`src/rtl/ssd1306_pkg.sv`:
```
// Shared SSD1306 definitions: opcodes, decoder states, panel geometry and the
// init sequence emitted by the screen driver.
package ssd1306_pkg;

    localparam int DEF_NUM_COLS  = 128;
    localparam int DEF_NUM_PAGES = 8;

    localparam logic [7:0] CMD_ADDR_MODE     = 8'h20;
    localparam logic [7:0] CMD_COL_ADDR      = 8'h21;
    localparam logic [7:0] CMD_PAGE_ADDR     = 8'h22;
    localparam logic [7:0] CMD_START_LINE    = 8'h40;
    localparam logic [7:0] CMD_SET_CONTRAST  = 8'h81;
    localparam logic [7:0] CMD_CHARGE_PUMP   = 8'h8D;
    localparam logic [7:0] CMD_SEG_REMAP     = 8'hA1;
    localparam logic [7:0] CMD_RESUME_RAM    = 8'hA4;
    localparam logic [7:0] CMD_NORMAL        = 8'hA6;
    localparam logic [7:0] CMD_INVERT        = 8'hA7;
    localparam logic [7:0] CMD_SET_MUX       = 8'hA8;
    localparam logic [7:0] CMD_DISPLAY_OFF   = 8'hAE;
    localparam logic [7:0] CMD_DISPLAY_ON    = 8'hAF;
    localparam logic [7:0] CMD_COM_SCAN_DEC  = 8'hC8;
    localparam logic [7:0] CMD_SET_OFFSET    = 8'hD3;
    localparam logic [7:0] CMD_SET_CLK_DIV   = 8'hD5;
    localparam logic [7:0] CMD_PRECHARGE     = 8'hD9;
    localparam logic [7:0] CMD_COM_PINS      = 8'hDA;
    localparam logic [7:0] CMD_VCOMH         = 8'hDB;

    typedef enum logic [1:0] {
        CMD_IDLE,
        CMD_PARAM1,
        CMD_PARAM2
    } cmd_state_e;

    localparam int INIT_LEN = 25;
    localparam logic [7:0] INIT_SEQ [INIT_LEN] = '{
        8'hAE, 8'hD5, 8'h80, 8'hA8, 8'h3F, 8'hD3, 8'h00, 8'h40,
        8'h8D, 8'h14, 8'h20, 8'h00, 8'hA1, 8'hC8, 8'hDA, 8'h12,
        8'h81, 8'h7F, 8'hD9, 8'hF1, 8'hDB, 8'h40, 8'hA4, 8'hA6,
        8'hAF
    };

    function automatic logic takes_param(input logic [7:0] op);
        case (op)
            CMD_SET_CLK_DIV, CMD_SET_MUX, CMD_SET_OFFSET, CMD_CHARGE_PUMP,
            CMD_ADDR_MODE, CMD_COM_PINS, CMD_SET_CONTRAST, CMD_PRECHARGE,
            CMD_VCOMH, CMD_COL_ADDR, CMD_PAGE_ADDR: return 1'b1;
            default:                                return 1'b0;
        endcase
    endfunction

endpackage

```
`src/rtl/ssd1306_spi_receiver_if.sv`:
```
// SSD1306 panel pins plus the framebuffer write port; the driver side is the
// master, the panel-side receiver is the slave.
interface ssd1306_spi_receiver_if;
    logic       ioReset;
    logic       ioCs;
    logic       ioSclk;
    logic       ioSdin;
    logic       ioDc;
    logic       fbWrEn;
    logic [9:0] fbWrAddr;
    logic [7:0] fbWrData;

    modport master (
        output ioReset, ioCs, ioSclk, ioSdin, ioDc,
        input  fbWrEn, fbWrAddr, fbWrData
    );

    modport slave (
        input  ioReset, ioCs, ioSclk, ioSdin, ioDc,
        output fbWrEn, fbWrAddr, fbWrData
    );
endinterface

```
`src/rtl/ssd1306_spi_receiver_deser.sv`:
```
// Synchronises the panel pins and turns SCLK rising edges into whole bytes;
// a CS rise drops any partial byte.
module spi_byte_deserializer #(
    parameter int SYNC_STAGES = 2
) (
    input  logic       clk,
    input  logic       rst,
    input  logic       pin_reset,
    input  logic       pin_cs,
    input  logic       pin_sclk,
    input  logic       pin_sdin,
    input  logic       pin_dc,
    output logic       panel_reset,
    output logic       byteValid,
    output logic [7:0] byteData,
    output logic       byteDc
);

    // Bit order {reset, cs, sclk, sdin, dc}; idle is reset released, CS high.
    localparam logic [4:0] PIN_IDLE = 5'b11000;

    logic [4:0] sync_q [SYNC_STAGES];
    logic [4:0] pins;
    logic       cs_s, sclk_s, sdin_s, dc_s;
    logic       sclk_prev, cs_prev;
    logic [2:0] bit_cnt;
    logic [7:0] shift_reg;
    logic       sclk_rise, cs_rise;

    // NOTE: every flop here uses <=, so each stage samples the previous stage's old value.
    always_ff @(posedge clk) begin
        if (rst) begin
            for (int i = 0; i < SYNC_STAGES; i++) sync_q[i] <= PIN_IDLE;
        end else begin
            sync_q[0] <= {pin_reset, pin_cs, pin_sclk, pin_sdin, pin_dc};
            for (int i = 1; i < SYNC_STAGES; i++) sync_q[i] <= sync_q[i-1];
        end
    end

    assign pins        = sync_q[SYNC_STAGES-1];
    assign panel_reset = ~pins[4];
    assign cs_s        = pins[3];
    assign sclk_s      = pins[2];
    assign sdin_s      = pins[1];
    assign dc_s        = pins[0];

    // Gating on the previous CS sample lets a byte finish in the cycle CS rises.
    assign sclk_rise = sclk_s & ~sclk_prev & ~cs_prev;
    assign cs_rise   = cs_s & ~cs_prev;

    assign byteValid = sclk_rise & (bit_cnt == 3'd7) & ~panel_reset;
    assign byteData  = {shift_reg[6:0], sdin_s};
    assign byteDc    = dc_s;

    always_ff @(posedge clk) begin
        if (rst || panel_reset) begin
            sclk_prev <= 1'b0;
            cs_prev   <= 1'b1;
            bit_cnt   <= 3'd0;
            shift_reg <= 8'h00;
        end else begin
            sclk_prev <= sclk_s;
            cs_prev   <= cs_s;
            if (sclk_rise) shift_reg <= byteData;
            if (cs_rise)        bit_cnt <= 3'd0;
            else if (sclk_rise) bit_cnt <= bit_cnt + 3'd1;
        end
    end

endmodule

```
`src/rtl/ssd1306_spi_receiver.sv`:
```
// Panel-side SSD1306 SPI receiver: decodes the init command set and streams
// pixel bytes into a horizontally addressed framebuffer write port.
module ssd1306_spi_receiver
    import ssd1306_pkg::*;
#(
    parameter int SYNC_STAGES = 2,
    parameter int NUM_COLS    = DEF_NUM_COLS,
    parameter int NUM_PAGES   = DEF_NUM_PAGES
) (
    input  logic                  clk,
    input  logic                  rst,
    ssd1306_spi_receiver_if.slave bus,
    output logic                  displayOn,
    output logic [7:0]            contrast,
    output logic                  invert,
    output logic                  protoErr
);

    localparam logic [6:0] COL_END_INIT  = 7'(NUM_COLS - 1);
    localparam logic [2:0] PAGE_END_INIT = 3'(NUM_PAGES - 1);

    logic       panel_reset, byte_valid, byte_dc;
    logic [7:0] byte_data;

    cmd_state_e state;
    logic [7:0] opcode;
    logic [6:0] col, col_start, col_end;
    logic [2:0] page, page_start, page_end;
    logic       wr_en;
    logic [9:0] wr_addr;
    logic [7:0] wr_data;

    spi_byte_deserializer #(.SYNC_STAGES(SYNC_STAGES)) u_deser (
        .clk         (clk),
        .rst         (rst),
        .pin_reset   (bus.ioReset),
        .pin_cs      (bus.ioCs),
        .pin_sclk    (bus.ioSclk),
        .pin_sdin    (bus.ioSdin),
        .pin_dc      (bus.ioDc),
        .panel_reset (panel_reset),
        .byteValid   (byte_valid),
        .byteData    (byte_data),
        .byteDc      (byte_dc)
    );

    assign bus.fbWrEn   = wr_en;
    assign bus.fbWrAddr = wr_addr;
    assign bus.fbWrData = wr_data;

    always_ff @(posedge clk) begin
        if (rst || panel_reset) begin
            state      <= CMD_IDLE;
            opcode     <= 8'h00;
            col        <= 7'd0;
            page       <= 3'd0;
            col_start  <= 7'd0;
            col_end    <= COL_END_INIT;
            page_start <= 3'd0;
            page_end   <= PAGE_END_INIT;
            wr_en      <= 1'b0;
            wr_addr    <= 10'd0;
            wr_data    <= 8'h00;
            displayOn  <= 1'b0;
            contrast   <= 8'h7F;
            invert     <= 1'b0;
            protoErr   <= 1'b0;
        end else begin
            // NOTE: pulse outputs default low each cycle; a later assignment in this block wins.
            wr_en    <= 1'b0;
            protoErr <= 1'b0;
            if (byte_valid && byte_dc) begin
                if (state != CMD_IDLE) begin
                    protoErr <= 1'b1;
                    state    <= CMD_IDLE;
                end
                wr_en   <= 1'b1;
                wr_addr <= {page, col};
                wr_data <= byte_data;
                if (col == col_end) begin
                    col  <= col_start;
                    page <= (page == page_end) ? page_start : page + 3'd1;
                end else begin
                    col <= col + 7'd1;
                end
            end else if (byte_valid) begin
                case (state)
                    CMD_IDLE: begin
                        opcode <= byte_data;
                        if (takes_param(byte_data)) begin
                            state <= CMD_PARAM1;
                        end else begin
                            case (byte_data)
                                CMD_DISPLAY_OFF: displayOn <= 1'b0;
                                CMD_DISPLAY_ON:  displayOn <= 1'b1;
                                CMD_NORMAL:      invert    <= 1'b0;
                                CMD_INVERT:      invert    <= 1'b1;
                                default:         ;  // 40/A1/C8/A4 change nothing captured here
                            endcase
                        end
                    end
                    CMD_PARAM1: begin
                        state <= CMD_IDLE;
                        case (opcode)
                            CMD_SET_CONTRAST: contrast <= byte_data;
                            CMD_COL_ADDR: begin
                                col_start <= byte_data[6:0];
                                state     <= CMD_PARAM2;
                            end
                            CMD_PAGE_ADDR: begin
                                page_start <= byte_data[2:0];
                                state      <= CMD_PARAM2;
                            end
                            CMD_ADDR_MODE: if (byte_data != 8'h00) protoErr <= 1'b1;
                            default: ;
                        endcase
                    end
                    CMD_PARAM2: begin
                        state <= CMD_IDLE;
                        if (opcode == CMD_COL_ADDR) begin
                            col_end <= byte_data[6:0];
                            col     <= col_start;
                        end else if (opcode == CMD_PAGE_ADDR) begin
                            page_end <= byte_data[2:0];
                            page     <= page_start;
                        end
                    end
                    default: state <= CMD_IDLE;
                endcase
            end
        end
    end

endmodule
```
`src/flat_wrapper.sv`:
```
// flat-port wrapper written by rule: the top's interface ports become plain ports
module ssd1306_spi_receiver_flat import ssd1306_pkg::*;
#(
    parameter int SYNC_STAGES = 2,
    parameter int NUM_COLS    = DEF_NUM_COLS,
    parameter int NUM_PAGES   = DEF_NUM_PAGES
)
  (clk, rst, displayOn, contrast, invert, protoErr, bus_ioReset, bus_ioCs, bus_ioSclk, bus_ioSdin, bus_ioDc, bus_fbWrEn, bus_fbWrAddr, bus_fbWrData);
  ssd1306_spi_receiver_if bus_i ();
  input  logic clk;
  input  logic rst;
  output logic displayOn;
  output logic [7:0] contrast;
  output logic invert;
  output logic protoErr;
  input wire logic [$bits(bus_i.ioReset)-1:0] bus_ioReset;
  input wire logic [$bits(bus_i.ioCs)-1:0] bus_ioCs;
  input wire logic [$bits(bus_i.ioSclk)-1:0] bus_ioSclk;
  input wire logic [$bits(bus_i.ioSdin)-1:0] bus_ioSdin;
  input wire logic [$bits(bus_i.ioDc)-1:0] bus_ioDc;
  output wire logic [$bits(bus_i.fbWrEn)-1:0] bus_fbWrEn;
  output wire logic [$bits(bus_i.fbWrAddr)-1:0] bus_fbWrAddr;
  output wire logic [$bits(bus_i.fbWrData)-1:0] bus_fbWrData;
  assign bus_i.ioReset = bus_ioReset;
  assign bus_i.ioCs = bus_ioCs;
  assign bus_i.ioSclk = bus_ioSclk;
  assign bus_i.ioSdin = bus_ioSdin;
  assign bus_i.ioDc = bus_ioDc;
  assign bus_fbWrEn = bus_i.fbWrEn;
  assign bus_fbWrAddr = bus_i.fbWrAddr;
  assign bus_fbWrData = bus_i.fbWrData;
  ssd1306_spi_receiver #(.SYNC_STAGES(SYNC_STAGES), .NUM_COLS(NUM_COLS), .NUM_PAGES(NUM_PAGES)) u_core (.clk(clk), .rst(rst), .bus(bus_i), .displayOn(displayOn), .contrast(contrast), .invert(invert), .protoErr(protoErr));
endmodule
```
`config.mk`:
```
export PLATFORM = sky130hd
export DESIGN_NAME = ssd1306_spi_receiver_flat
export DESIGN_NICKNAME = d
export VERILOG_FILES = /design/src/rtl/ssd1306_pkg.sv /design/src/rtl/ssd1306_spi_receiver_if.sv /design/src/rtl/ssd1306_spi_receiver_deser.sv /design/src/rtl/ssd1306_spi_receiver.sv /design/src/flat_wrapper.sv
export SDC_FILE = /design/constraint.sdc
export NUM_CORES = 1
export LEC_CHECK = 0
export ABC_AREA = 1
export CAP_MARGIN = 10
export CORE_MARGIN = 8
export CORE_UTILIZATION = 54
export CTS_BUF_LIST = sky130_fd_sc_hd__clkbuf_2
export CTS_CLUSTER_DIAMETER = 120
export DETAILED_ROUTE_END_ITERATION = 16
export PLACE_DENSITY = 0.79
export SLEW_MARGIN = 30
export SYNTH_ARGS = -nofsm -noshare
export SYNTH_HDL_FRONTEND = slang
export SYNTH_SLANG_ARGS = --single-unit
```
`constraint.sdc`:
```
create_clock -name clk -period 1.8 [get_ports clk]
set_input_delay 0.45 -clock clk [delete_from_list [all_inputs] [get_ports clk]]
set_output_delay 0.45 -clock clk [all_outputs]
set_load 0.01 [all_outputs]
```
==> out/metrics.cfg, run 1 <==
[status]
status = completed

[die]
rows = 31
die_w_um = 103
ios = 37
start_util_pct = 55.9
core_um2 = 7250
die_height_um = 103
dieArea_um2 = 10500

[logic_synthesis]
yosys.area.top_type = dfxtp_1
netlist-cell-type-count = 37
syn_inst = 526
synthFlopType = dfxtp_1
yosysSeqAreaShare_pct = 45.4
synth.avg_cell_area_um2 = 7.71
synth_top_area_share_pct = 45.4
synth.area.top_cells = dfxtp_1 (45%), nand2_1 (9.5%), a21oi_1 (6.2%)
syn-num-nets = 537
async_flop_share_pct = 0
netlist_area_um2 = 4060
synth_edf_count = 0
yosysWarnings = 0
ys_ff_latch = 92

[placed_design]
place_inst = 666
portBuffers = 36
place_congestion = 1.04
dp_hpwl_mm = 6.75
place_area_um2 = 4650

[global_route]
antenna_found_initial = 0
gr-total-overflow = 0
grt_pass1_wl_mm = 15.4
grt_util_all_layers_pct = 18.6
use_met1_pct = 20.8
grt_pass1_vias = 3370
grt_max_degree = 63
grt_util_met3_pct = 5.06
grt_use_met2_pct = 33.0
top_usage_layer = met2

[critical_path]
critPathKind = reg -> reg
r2r_start = u_core.u_deser.shift_reg[2]$_SDFFE_PP0N_
regToRegSetupSlack_ps = 90
crit_chain = inv_1, nor2_1, nor2_1, nand3_1, nand2_1, nor2_1, nand2_1, a21oi_1, nor2_1
endpoint_kind = register
max_stage_delay_ps = 500
timing.rr.end = u_core.state[1]$_SDFFE_PP0P_
cp-start-kind = register
cp_max_fo = 7
cpLargestDelayFamily = simple AND/OR/NAND/NOR gates
required_ps = 2240
rr_worst_depth = 9
cp_common_cell = nor2_1
cpMaxStageDelayCell = dfxtp_1
critical_path_buf_inv_count = 1
cp_data_arrival_time_ps = 2150

[finish]
nFillCells = 649
drive_gt1_share_pct = 17.2
layout_common_cells = nand2_1 (100), dfxtp_1 (73), nor2_1 (62)
fin_cells = 685
area_growth_pct = 19.1
final_common_cell = nand2_1
seq_area_um2 = 1870
final_area_um2 = 4830
final_nets = 592
multiInputGateArea_um2 = 1950
num_antenna_cells = 0

[hold_path]
worst_hold_path_type = in -> reg
hold_depth = 3
min_from = bus_ioSdin
hold_path_end = u_core.u_deser.sync_q[0][1]$_SDFF_PP0_

[sta]
setup-tns-final_ps = 0
fin_crit_ps = 1710
skew_ps = 30.6
fin_crit_sh_pct = 95.1
hold_viol = 0
relSlewSlack_pct = 76.8
max_freq_mhz = 584
hold_slack_ps = 411
slew_violations = 0
tightestPinTransition_ps = 345
setup_viol = 0

[detailed_routing]
antenna_left = 0
first_pass_iters = 5
drc_errors = 0
drt_iter0_drc = 196
totalWireLength_mm = 9.45
vias = 3637
viasPerCell = 5.31
avgRoutedWirePerCell_um = 13.8

[cts]
htreeDepth = 3
cts_buffer_depth = 2
cts_made_buffers = 9
tritoncts = built
numClockSinks = 92
cts.clk_slew.worst_paths_ps = 220
holdBufCountCts = 0
insertion_delay_ps = 540
clock-root-buffer = clkbuf_2

[power]
power_mw = 3.14
ir_worst_vdd_mv = 0.509
powerDensity_nw_per_um2 = 650
leakagePower_nw = 2.21

[run]
drv_cap = 0

layer usage:
metal | wire length (um) | vias up
met5 | 0 | -
met4 | 251 | 0
met3 | 524 | 23
met2 | 4760 | 99
met1 | 3910 | 1665
li1 | - | 1850
per-stage QoR:
stage / util, % / setup WS, ps
2_1_floorplan: - / 42.4
3_3_place_gp: 64.1 / -38.3
3_5_place_dp: 64.1 / -104
4_1_cts: 65.3 / -24.6
5_1_grt: 66.6 / -112
6_report: 66.6 / 89.0
cell usage after synthesis (3+ instances only):
| library cell | instances |
|---|---|
| nor2_4 | 4 |
| a211oi_1 | 8 |
| nand3b_1 | 3 |
| nand2_2 | 7 |
| xnor2_1 | 7 |
| dfxtp_1 | 92 |
| nor2_1 | 62 |
| inv_2 | 4 |
| nand3_1 | 32 |
| nor3_1 | 5 |
| o21ai_1 | 7 |
| or2_2 | 4 |
| clkbuf_1 | 7 |
| nand4_1 | 3 |
| o211ai_2 | 7 |
| ha_1 | 4 |
| o211ai_1 | 10 |
| buf_2 | 5 |
| a21oi_1 | 50 |
| inv_1 | 45 |
| nand2_1 | 103 |
| buf_6 | 4 |
| o21ai_0 | 33 |
cells by family (layout without fill, tap and decap cells):
group                      Yosys count  in the layout  synth area share, %
AOI/OAI and AO/OA                  119            119                 17.5
xor gates and xnor gates             9              9                 1.94
adders and majority gates            4              4                 1.23
buffers and inverters               72            132                 7.81
DFF                                 92             92                 45.4
and+or+nand+nor                    230            230                 26.1
repair_timing:
| item | 4_1_cts | 5_1_grt |
|---|---|---|
| buffers inserted | 0 | 3 |
| setup endpoints to repair | 38 | 43 |
| pin swaps | 0 | 5 |
| resized for setup | 48 | 15 |
where the power goes:
group	internal (mW)	total, mW	switching (mW)
logic	0.0445	0.112	0.0673
clock network	0.313	0.965	0.652
registers	2.05	2.06	0.0106
total	2.41	3.14	0.730
final cells by class:
class,count,share of cell area (%)
Tap cell,99,2.57
Timing Repair Buffer,64,12.2
Clock buffer,10,1.04
Clock inverter,6,1.14
Sequential cell,92,38.6
Inverter,52,4.15
Multi-Input combinational cell,362,40.3
how the worst max path moves through the flow:
stage,startpoint,to,slack (ps),depth (start not counted)
floorplan,u_core.u_deser.bit_cnt[0]$_SDFFE_PP0N_,u_core.contrast[4]$_SDFFE_PP1P_,40,11
global placement,rst,u_core.protoErr$_SDFF_PP0_,-40,7
detailed placement,rst,u_core.protoErr$_SDFF_PP0_,-100,7
CTS,u_core.u_deser.bit_cnt[0]$_SDFFE_PP0N_,u_core.contrast[0]$_SDFFE_PP1P_,-20,10
global route,u_core.u_deser.shift_reg[2]$_SDFFE_PP0N_,u_core.state[1]$_SDFFE_PP0P_,-110,10
finish,u_core.u_deser.shift_reg[2]$_SDFFE_PP0N_,u_core.state[1]$_SDFFE_PP0P_,90,9
worst min-delay path, cell delays in order:
cell and delay, ps:
clkdlybuf4s50_1 400, inv_1 50, nor2_1 30
Note: power is estimated with default switching activity, not from simulation.
==> inputs of run 2 (changes only) <==
--- a/config.mk
+++ b/config.mk
@@ -5,14 +5,13 @@
 export SDC_FILE = /design/constraint.sdc
 export NUM_CORES = 1
 export LEC_CHECK = 0
-export ABC_AREA = 1
 export CAP_MARGIN = 10
 export CORE_MARGIN = 8
-export CORE_UTILIZATION = 54
+export CORE_UTILIZATION = 53
 export CTS_BUF_LIST = sky130_fd_sc_hd__clkbuf_2
 export CTS_CLUSTER_DIAMETER = 120
 export DETAILED_ROUTE_END_ITERATION = 16
-export PLACE_DENSITY = 0.79
+export PLACE_DENSITY = 0.78
 export SLEW_MARGIN = 30
 export SYNTH_ARGS = -nofsm -noshare
 export SYNTH_HDL_FRONTEND = slang
==> run 2 against run 1 <==
  * First-iteration DRC count fell by 20%
  * Clock power fell by 1%
  * Sequential power barely moved
  * Critical path type unchanged
  * Critical path depth fell by 3
  * Die area fell by 2.4%
  * Global-route usage rose by 1.8 points
  * Combinational power rose by 4%
  * Core utilization rose by 3.6 points
  * Hold slack got worse by 16 ps
  * The run now ends with negative setup slack left
  * Non-clock buffer count rose by 36
  * Sequential share of layout area fell by 1.2 points
  * Via count fell by 6.7%
  * Largest cell class unchanged
==> out/metrics.cfg, run 2 <==
[status]
status = finished, violations left
failed_checks = negative setup slack

[power]
pwr-share-comb_pct = 3.7
netSwitchingFraction_pct = 26.3
switchingPower_mw = 0.824
ir_worst_vdd_mv = 0.404
seqPwrFrac_pct = 65.8
powerDensity_nw_per_um2 = 622
clkPwrFrac_pct = 30.5
leakagePower_nw = 2.09
p_int_mw = 2.31

[logic_synthesis]
synthFlopType = dfxtp_1
yosysSeqAreaShare_pct = 47.6
yosys.area.top_type = dfxtp_1
synth_compound_area_share_pct = 9.73
netlist-cell-type-count = 51
synth_xor_area_share_pct = 2.94
synthMuxAreaShare_pct = 10.1
synth.avg_cell_area_um2 = 8.98
synth.area.top_cells = dfxtp_1 (48%), mux2i_1 (9.8%), nand2_1 (7.3%)
synth_edf_count = 0
yosys.area_share.simple_pct = 24.8
syn_inst = 431
synth_top_family_by_area = simple AND/OR/NAND/NOR gates
netlist_area_um2 = 3870
synth.most_common_cell = dfxtp_1
syn-num-nets = 442
ys_top_cells_by_count = dfxtp_1 (92), nand2_1 (75), nor2_1 (39), mux2i_1 (38), a21oi_1 (33)
yosysWarnings = 0
async_flop_share_pct = 0
ys_ff_latch = 92
synth_top_area_share_pct = 47.6
synth_fa_ha_area_share_pct = 1.29

[sta]
fin_ws_ps = -139
setup_viol = 14
grt_setup_unrepaired = yes
slew_violations = 0
fin_crit_sh_pct = 108
relSlewSlack_pct = 69.5
max_freq_mhz = 516
hold_viol = 0
skew_ps = 42.3
fin_crit_ps = 1940
tightestPinTransition_ps = 457
setup-tns-final_ps = -630
hold_slack_ps = 396

[placed_design]
place_inst = 595
portBuffers = 36
place_area_um2 = 4700
dp_hpwl_mm = 7.10
place_congestion = 0.922

[critical_path]
cp-start-kind = register
startpoint = u_core.u_deser.shift_reg[3]$_SDFFE_PP0N_
cp_data_arrival_time_ps = 2450
cp_max_fo = 5
timing.rr.end = u_core.state[1]$_SDFFE_PP0P_
endpoint_kind = register
r2r_start = u_core.u_deser.shift_reg[3]$_SDFFE_PP0N_
critPathKind = reg -> reg
regToRegSetupSlack_ps = -140
required_ps = 2310
rr_worst_depth = 6
crit_path_end = u_core.state[1]$_SDFFE_PP0P_

[detailed_routing]
avgRoutedWirePerCell_um = 16.3
totalWireLength_mm = 10.1
antenna_left = 0
first_pass_iters = 4
vias = 3393
drt_iter0_drc = 157
drc_errors = 0
viasPerCell = 5.50

[cts]
cts_buffer_depth = 2
cts.clk_slew.worst_paths_ps = 260
insertion_delay_ps = 580
numClockSinks = 92
clock-root-buffer = clkbuf_2
cts_made_buffers = 9
htreeDepth = 3
tritoncts = built
holdBufCountCts = 0

[finish]
fin_cells = 617
final_area_um2 = 5030
drive_gt1_share_pct = 29.0
layout_common_cells = nand2_1 (73), dfxtp_1 (59), buf_4 (54)
area_growth_pct = 30.1
fin_util_pct = 70.2
num_antenna_cells = 0
final_nets = 524
final_common_cell = nand2_1

[run]
drv_cap = 0

[global_route]
grt_pass1_vias = 3426
gr-total-overflow = 0
antenna_found_initial = 0
grt_pass1_wl_mm = 16.6
grt_util_all_layers_pct = 20.5
grt_max_degree = 40

[die]
ios = 37
core_um2 = 7180
start_util_pct = 53.9
dieArea_um2 = 10300
rows = 31
die_height_um = 101
die_w_um = 101

[hold_path]
worst_hold_path_type = in -> reg
hold_depth = 2

run 2: cell count changes in the layout (fill, tap and decap cells not counted), moves of 8 or more:
cell	change
nand3_1	-18
nor2_1	-27
nor2b_1	+8
o21ai_0	-22
dfxtp_2	+14
dfxtp_1	-14
inv_1	-41
nand2_1	-27
mux2i_1	+38
o21ai_1	-9
a21oi_1	-17
buf_4	+31
run 2: cell families (layout without fill, tap and decap cells):
kind of cell,count (synthesis),count (layout)
and+or+nand+nor,188,188
DFF,92,92
AOI/OAI and AO/OA,62,62
muxes,39,39
buffers and inverters,33,120
xor gates and xnor gates,13,13
adders and majority gates,4,4
run 2: power by group through the flow:
| stage | registers [mW] | clock network [mW] | logic (mW) |
|---|---|---|---|
| 2_1_floorplan | 2.10 | 0 | 0.0562 |
| 3_3_place_gp | 2.10 | 0 | 0.111 |
| 3_5_place_dp | 2.10 | 0 | 0.114 |
| 4_1_cts | 2.06 | 0.969 | 0.115 |
| 5_1_grt | 2.07 | 1.07 | 0.125 |
| 6_report | 2.06 | 0.954 | 0.116 |
run 2: worst min-delay path by stage:
| stage | from | end | slack, ps |
|---|---|---|---|
| 2_1_floorplan | u_core.u_deser.sync_q[0][8]$_SDFF_PP1_ | u_core.u_deser.cs_prev$_SDFF_PP1_ | 390 |
| 4_1_cts | bus_ioSclk | u_core.u_deser.sync_q[0][2]$_SDFF_PP0_ | 370 |
| 6_report | bus_ioSclk | u_core.u_deser.sync_q[0][2]$_SDFF_PP0_ | 400 |
| 3_5_place_dp | u_core.u_deser.sync_q[0][4]$_SDFF_PP1_ | u_core.u_deser.sync_q[0][9]$_SDFF_PP1_ | 400 |
| 5_1_grt | bus_ioSclk | u_core.u_deser.sync_q[0][2]$_SDFF_PP0_ | 360 |
| 3_3_place_gp | u_core.u_deser.sync_q[0][4]$_SDFF_PP1_ | u_core.u_deser.sync_q[0][9]$_SDFF_PP1_ | 390 |
run 2: layout make-up:
type | count | area, um^2
inverters | 4 | 15.0
repair buffers | 100 | 860
fillers | 539 | 2140
multi-input cells | 306 | 2050
clock buffers | 9 | 45.0
flip-flops and latches | 92 | 1880
well taps | 99 | 124
clock inverters | 7 | 55.1
run 2: worst max-delay path: stages, from the launching register on:
cell	delay, ps
dfxtp_1	520
nor2b_1	310
nand4_1	160
a211oi_2	330
nor2_4	80
a221oi_4	280
mux2i_1	230
run 2: what timing repair did:
item	4_1_cts	5_1_grt
pin swaps	8	8
setup endpoints to repair	45	39
buffers inserted	3	6
gates resized for setup	78	25
run 2: metal layers:
metal | wire (um) | global-route usage (%) | up-vias
met1 | 4080 | 23.5 | 1624
li1 | - | - | 1653
met4 | 212 | 7.56 | 0
met5 | 0 | 0 | -
met2 | 5100 | 35.5 | 97
met3 | 685 | 5.57 | 19
run 2: per-stage QoR:
stage	worst slack [ps]	power [mW]
2_1_floorplan	-6.18	2.15
3_3_place_gp	-24.5	2.21
3_5_place_dp	-92.8	2.21
4_1_cts	-40.1	3.15
5_1_grt	-213	3.26
6_report	-139	3.13
==> inputs of run 3 (changes only) <==
--- a/config.mk
+++ b/config.mk
@@ -10,6 +10,7 @@
 export CORE_UTILIZATION = 53
 export CTS_BUF_LIST = sky130_fd_sc_hd__clkbuf_2
 export CTS_CLUSTER_DIAMETER = 120
+export CTS_CLUSTER_SIZE = 10
 export DETAILED_ROUTE_END_ITERATION = 16
 export PLACE_DENSITY = 0.78
 export SLEW_MARGIN = 30
==> results of run 3 <==
Same layout as run 2: the final DEF is identical, and so are final timing and power.
